$ cat config.mk
export PLATFORM = sky130hd
export DESIGN_NAME = lc3_mem_arbiter
export DESIGN_NICKNAME = d
export VERILOG_FILES = /design/src/rtl/lc3_mem_arbiter.sv
export SDC_FILE = /design/constraint.sdc
export NUM_CORES = 1
export LEC_CHECK = 0
export ABC_AREA = 1
export CORE_UTILIZATION = 40
export CTS_CLUSTER_DIAMETER = 150
export DETAILED_ROUTE_END_ITERATION = 6
export PLACE_DENSITY = 0.77
export RECOVER_POWER = 100
export SLEW_MARGIN = 40
export SYNTH_ARGS = -nofsm -noshare
export SYNTH_HDL_FRONTEND = slang
export SYNTH_SLANG_ARGS = --single-unit
$ cat constraint.sdc
create_clock -name clock -period 1.8 [get_ports clock]
set_clock_uncertainty 0.15 [all_clocks]
set_input_delay 0.36 -clock clock [delete_from_list [all_inputs] [get_ports clock]]
set_output_delay 0.36 -clock clock [all_outputs]
set_load 0.01 [all_outputs]
$ cat src/rtl/lc3_mem_arbiter.sv
// lc3_mem_arbiter: shares one single-ported memory between LC3 fetch and data requesters
module lc3_mem_arbiter #(
  parameter int STARVE_LIMIT = 4,
  parameter int ACK_TIMEOUT  = 15
) (
  input  logic        clock,
  input  logic        reset,
  input  logic        instrmem_rd,
  input  logic [15:0] pc,
  input  logic        Data_req,
  input  logic        Data_rd,
  input  logic [15:0] Data_addr,
  input  logic [15:0] Data_din,
  output logic [15:0] Instr_dout,
  output logic        complete_instr,
  output logic [15:0] Data_dout,
  output logic        complete_data,
  output logic        mem_en,
  output logic        mem_rd,
  output logic [15:0] mem_addr,
  output logic [15:0] mem_wdata,
  input  logic [15:0] mem_rdata,
  input  logic        mem_ack,
  output logic        mem_timeout
);
  localparam logic [3:0] SL = 4'(STARVE_LIMIT);
  localparam logic [7:0] AT = 8'(ACK_TIMEOUT);
  typedef enum logic [2:0] {IDLE, BUSY_I, BUSY_D, RESP_I, RESP_D} state_t;
  state_t     state;
  logic [3:0] starve_cnt;
  logic [7:0] tcnt;
  logic       pick_i, expire;
  assign pick_i = instrmem_rd & (~Data_req | (starve_cnt == SL));
  assign expire = (tcnt + 8'd1) == AT;
  always_ff @(posedge clock) begin
    if (reset) begin
      state          <= IDLE;
      starve_cnt     <= '0;
      tcnt           <= '0;
      Instr_dout     <= '0;
      Data_dout      <= '0;
      complete_instr <= 1'b0;
      complete_data  <= 1'b0;
      mem_en         <= 1'b0;
      mem_rd         <= 1'b0;
      mem_addr       <= '0;
      mem_wdata      <= '0;
      mem_timeout    <= 1'b0;
    end else begin
      complete_instr <= 1'b0;
      complete_data  <= 1'b0;
      case (state)
        IDLE: if (instrmem_rd || Data_req) begin
          mem_en <= 1'b1;
          tcnt   <= '0;
          if (pick_i) begin
            state      <= BUSY_I;
            mem_addr   <= pc;
            mem_rd     <= 1'b1;
            starve_cnt <= '0;
          end else begin
            state    <= BUSY_D;
            mem_addr <= Data_addr;
            mem_rd   <= Data_rd;
            if (!Data_rd) mem_wdata <= Data_din;
            if (instrmem_rd && starve_cnt != SL) starve_cnt <= starve_cnt + 4'd1;
          end
        end
        BUSY_I, BUSY_D: if (mem_ack || expire) begin
          // a missing ack completes with an LC3 NOP (all zeros) as read data
          mem_en <= 1'b0;
          tcnt   <= '0;
          if (!mem_ack) mem_timeout <= 1'b1;
          if (state == BUSY_I) begin
            state          <= RESP_I;
            complete_instr <= 1'b1;
            Instr_dout     <= mem_ack ? mem_rdata : 16'h0000;
          end else begin
            state         <= RESP_D;
            complete_data <= 1'b1;
            if (mem_rd) Data_dout <= mem_ack ? mem_rdata : 16'h0000;
          end
        end else tcnt <= tcnt + 8'd1;
        default: state <= IDLE;
      endcase
    end
  end
endmodule

==> results_dict.tcl <==
set metrics [dict create \
    switching_share_pct 31.3 \
    setup_violations 58 \
    start_util_pct 41.6 \
    antenna_found_initial 0 \
    final_common_cell "clkdlybuf4s50_1" \
    ys_types 35 \
    grt_pass1_vias 3789 \
    h-tree-depth 3 \
    period_minus_slack_ps 2000 \
    rsz0062_at_grt "true" \
    p_seq_share_pct 42.8 \
    vdd_ir_drop_max_mv 0.493 \
    synth_compound_area_share_pct 12.6 \
    vias 4048 \
    crit_path_start_kind "register" \
    setup_tns_ps -6980 \
    seqCellArea_sq_um 1710 \
    whs_ps 272 \
    place_congestion 0.791 \
    clock_sinks 84 \
    worstPathRequired_ps 1880 \
    maxSlewViolCount 0 \
    num-fill-cells 673 \
    wirelength_um 11300 \
    p_clk_share_pct 28.7 \
    core_sq_um 8810 \
    grt_first_pass_wirelength_um 17100 \
    clk_latency_ps 350 \
    final_area_sq_um 6180 \
    final_hold_viol_count 0 \
    grt_max_degree 37 \
    slew_headroom_pct 68.6 \
    antennaDiodeCount 0 \
    syn_area_per_cell_sq_um 6.93 \
    combPwrFrac_pct 28.6 \
    muxShareOfSynthArea_pct 0 \
    place_inst 783 \
    violations "design-rule violations, negative setup slack" \
    fmax_ghz 0.499 \
    via_per_inst 4.96 \
    fin_crit_sh_pct 111 \
    critPathArrivalTime_ps 2080 \
    drc 17 \
    dp.final_hpwl_um 7430 \
    dr.pass1.iters 7 \
    outcome "finished, violations left" \
    critPathMaxFanout 5 \
    area_growth_pct 68.8 \
    intPower_uw 3360 \
    clock-root-buffer "clkbuf_8" \
    most-common-layout-cells "clkdlybuf4s50_1 (104), nand2_1 (102), nor2_1 (83)" \
    min_path_type "primary input to register" \
    clkTransAtPathRegs_ps 90 \
    multi_input_area_sq_um 2030 \
    ys_seq_elements 84 \
    r2r_cells 13 \
    ys_seq_area_share_pct 45.9 \
    cap_violations 0 \
    reg2reg_slack_ps -200 \
    critPathKind "register to register" \
    synth.largest_area_cell "dfxtp_1" \
    switchingPower_uw 1530 \
    synth_fa_ha_area_share_pct 1.37 \
    total_power_uw 4890 \
    row_count 34 \
    pwr_density_cell_nw_per_um2 792 \
    synth_top_family_by_area "simple AND/OR/NAND/NOR gates" \
    die_h_um 97.7 \
    yosys_warnings 0 \
    synth_area_sq_um 3660 \
    synth_top_area_share_pct 45.9 \
    drtIter0Drc 137 \
    hold_depth 3 \
    io_buffers 138 \
    die_area_sq_um 9540 \
    cts_buffers 9 \
    synth-simple-area-share_pct 30.8 \
    ys_top_cells_by_area "dfxtp_1 (46%), nand2_1 (12%), nor2_1 (11%)" \
    leakage_uw 0.00249 \
    dpl_cell_area_sq_um 5340 \
    fin_ws_ps -203 \
    grt.total_usage_pct 22.1 \
    worstMarginPinSlew_ps 470 \
    finalNetCount 777 \
    syn_nets 602 \
    cp-end-kind "register" \
    fp.dieW_um 97.7 \
    layout-drive-gt1-share_pct 23.0 \
    synthCells 528 \
    drtAntennaViolNets 0 \
    clk_path_buf_depth 2 \
    layout.cells.non_filler 816 \
    hold_buffers 0 \
    wl_per_cell_um 13.8 \
    grt.overflow.total 0 \
    ios 139 \
    cts_tree "yes" \
    synth_xor_area_share_pct 0.239 \
]
power by group through the flow:
stage	Sequential (uW)	Combinational, uW	Clock (uW)
global placement	2130	1170	0
CTS	2090	1240	1430
detailed placement	2130	1200	0
floorplan	2190	512	0
global route	2110	1520	1510
finish	2090	1400	1400
stage by stage:
stage / utilization, % / worst slack [ps]
2_1_floorplan: - / 1.65
3_3_place_gp: 60.7 / -265
3_5_place_dp: 60.7 / -326
4_1_cts: 64.6 / -85.5
5_1_grt: 70.1 / -310
6_report: 70.1 / -203
cell usage after synthesis (all sizes together):
master and number:
o21bai 1, or2 1, ha 4, nand2 125
o21ai 37, a21oi 46, inv 56, clkbuf 15
nand4 10, and3 1, nor3 4, a211oi 2
nand3b 1, buf 9, nand3 19, nor2 109
dfxtp 84, xor2 1, o31ai 1, clkinv 1
o21a 1
final timing paths:
check / from / endpoint
max reg2reg: tcnt[0] / Instr_dout[0]
min: reset / Instr_dout[9]
max: tcnt[0] / Instr_dout[0]
min reg2reg: Instr_dout[1] / Instr_dout[1]
logic make-up (layout without fill, tap and decap cells):
family	after synthesis	after routing
flip-flops	84	84
buffers and inverters	81	259
AO/OA/AOI/OAI	88	88
adder cells (fa/ha/maj)	4	4
XOR/XNOR	1	1
AND/OR/NAND/NOR	270	272
state kept, by name, indices dropped and copies added (netlist names):
register        count
complete_data       1
complete_instr      1
tcnt                8
Data_dout          16
mem_en              1
mem_wdata          16
Instr_dout         16
mem_addr           16
starve_cnt          4
mem_rd              1
mem_timeout         1
state               3
area by class of cell:
| class | count | area share, % |
|---|---|---|
| Tap cell | 108 | 2.19 |
| Clock buffer | 9 | 2.01 |
| Inverter | 57 | 3.55 |
| Sequential cell | 84 | 27.6 |
| Multi-Input combinational cell | 365 | 32.8 |
| Clock inverter | 7 | 1.32 |
| Timing Repair Buffer | 186 | 30.5 |
worst max-delay path: stages (launching register included):
cell and delay, ps:
dfxtp_4 370, ha_4 180, nand2_4 70, inv_2 40, nor2_2 100, nand3_1 120
nor2_2 160, nand3_4 110, nand2_4 130, buf_12 130, buf_12 110, nand2_4 70
nand2_1 70, a21oi_1 50
layer usage:
metal	track usage, %	up-vias	share of wire (%)
met5	0	-	0
met4	7.34	0	1.3
met3	6.19	16	7.4
met2	40.2	142	52
met1	24.6	1878	40
li1	-	2012	-
timing repair:
| action | in CTS | in global routing |
|---|---|---|
| cloned | 3 | 1 |
| hold endpoints to repair | 0 | 0 |
| pin swaps | 9 | 21 |
| gates resized for setup | 30 | 142 |
| setup endpoints to repair | 63 | 109 |
| setup buffers | 4 | 9 |
Note: power is estimated with default switching activity, not from simulation.
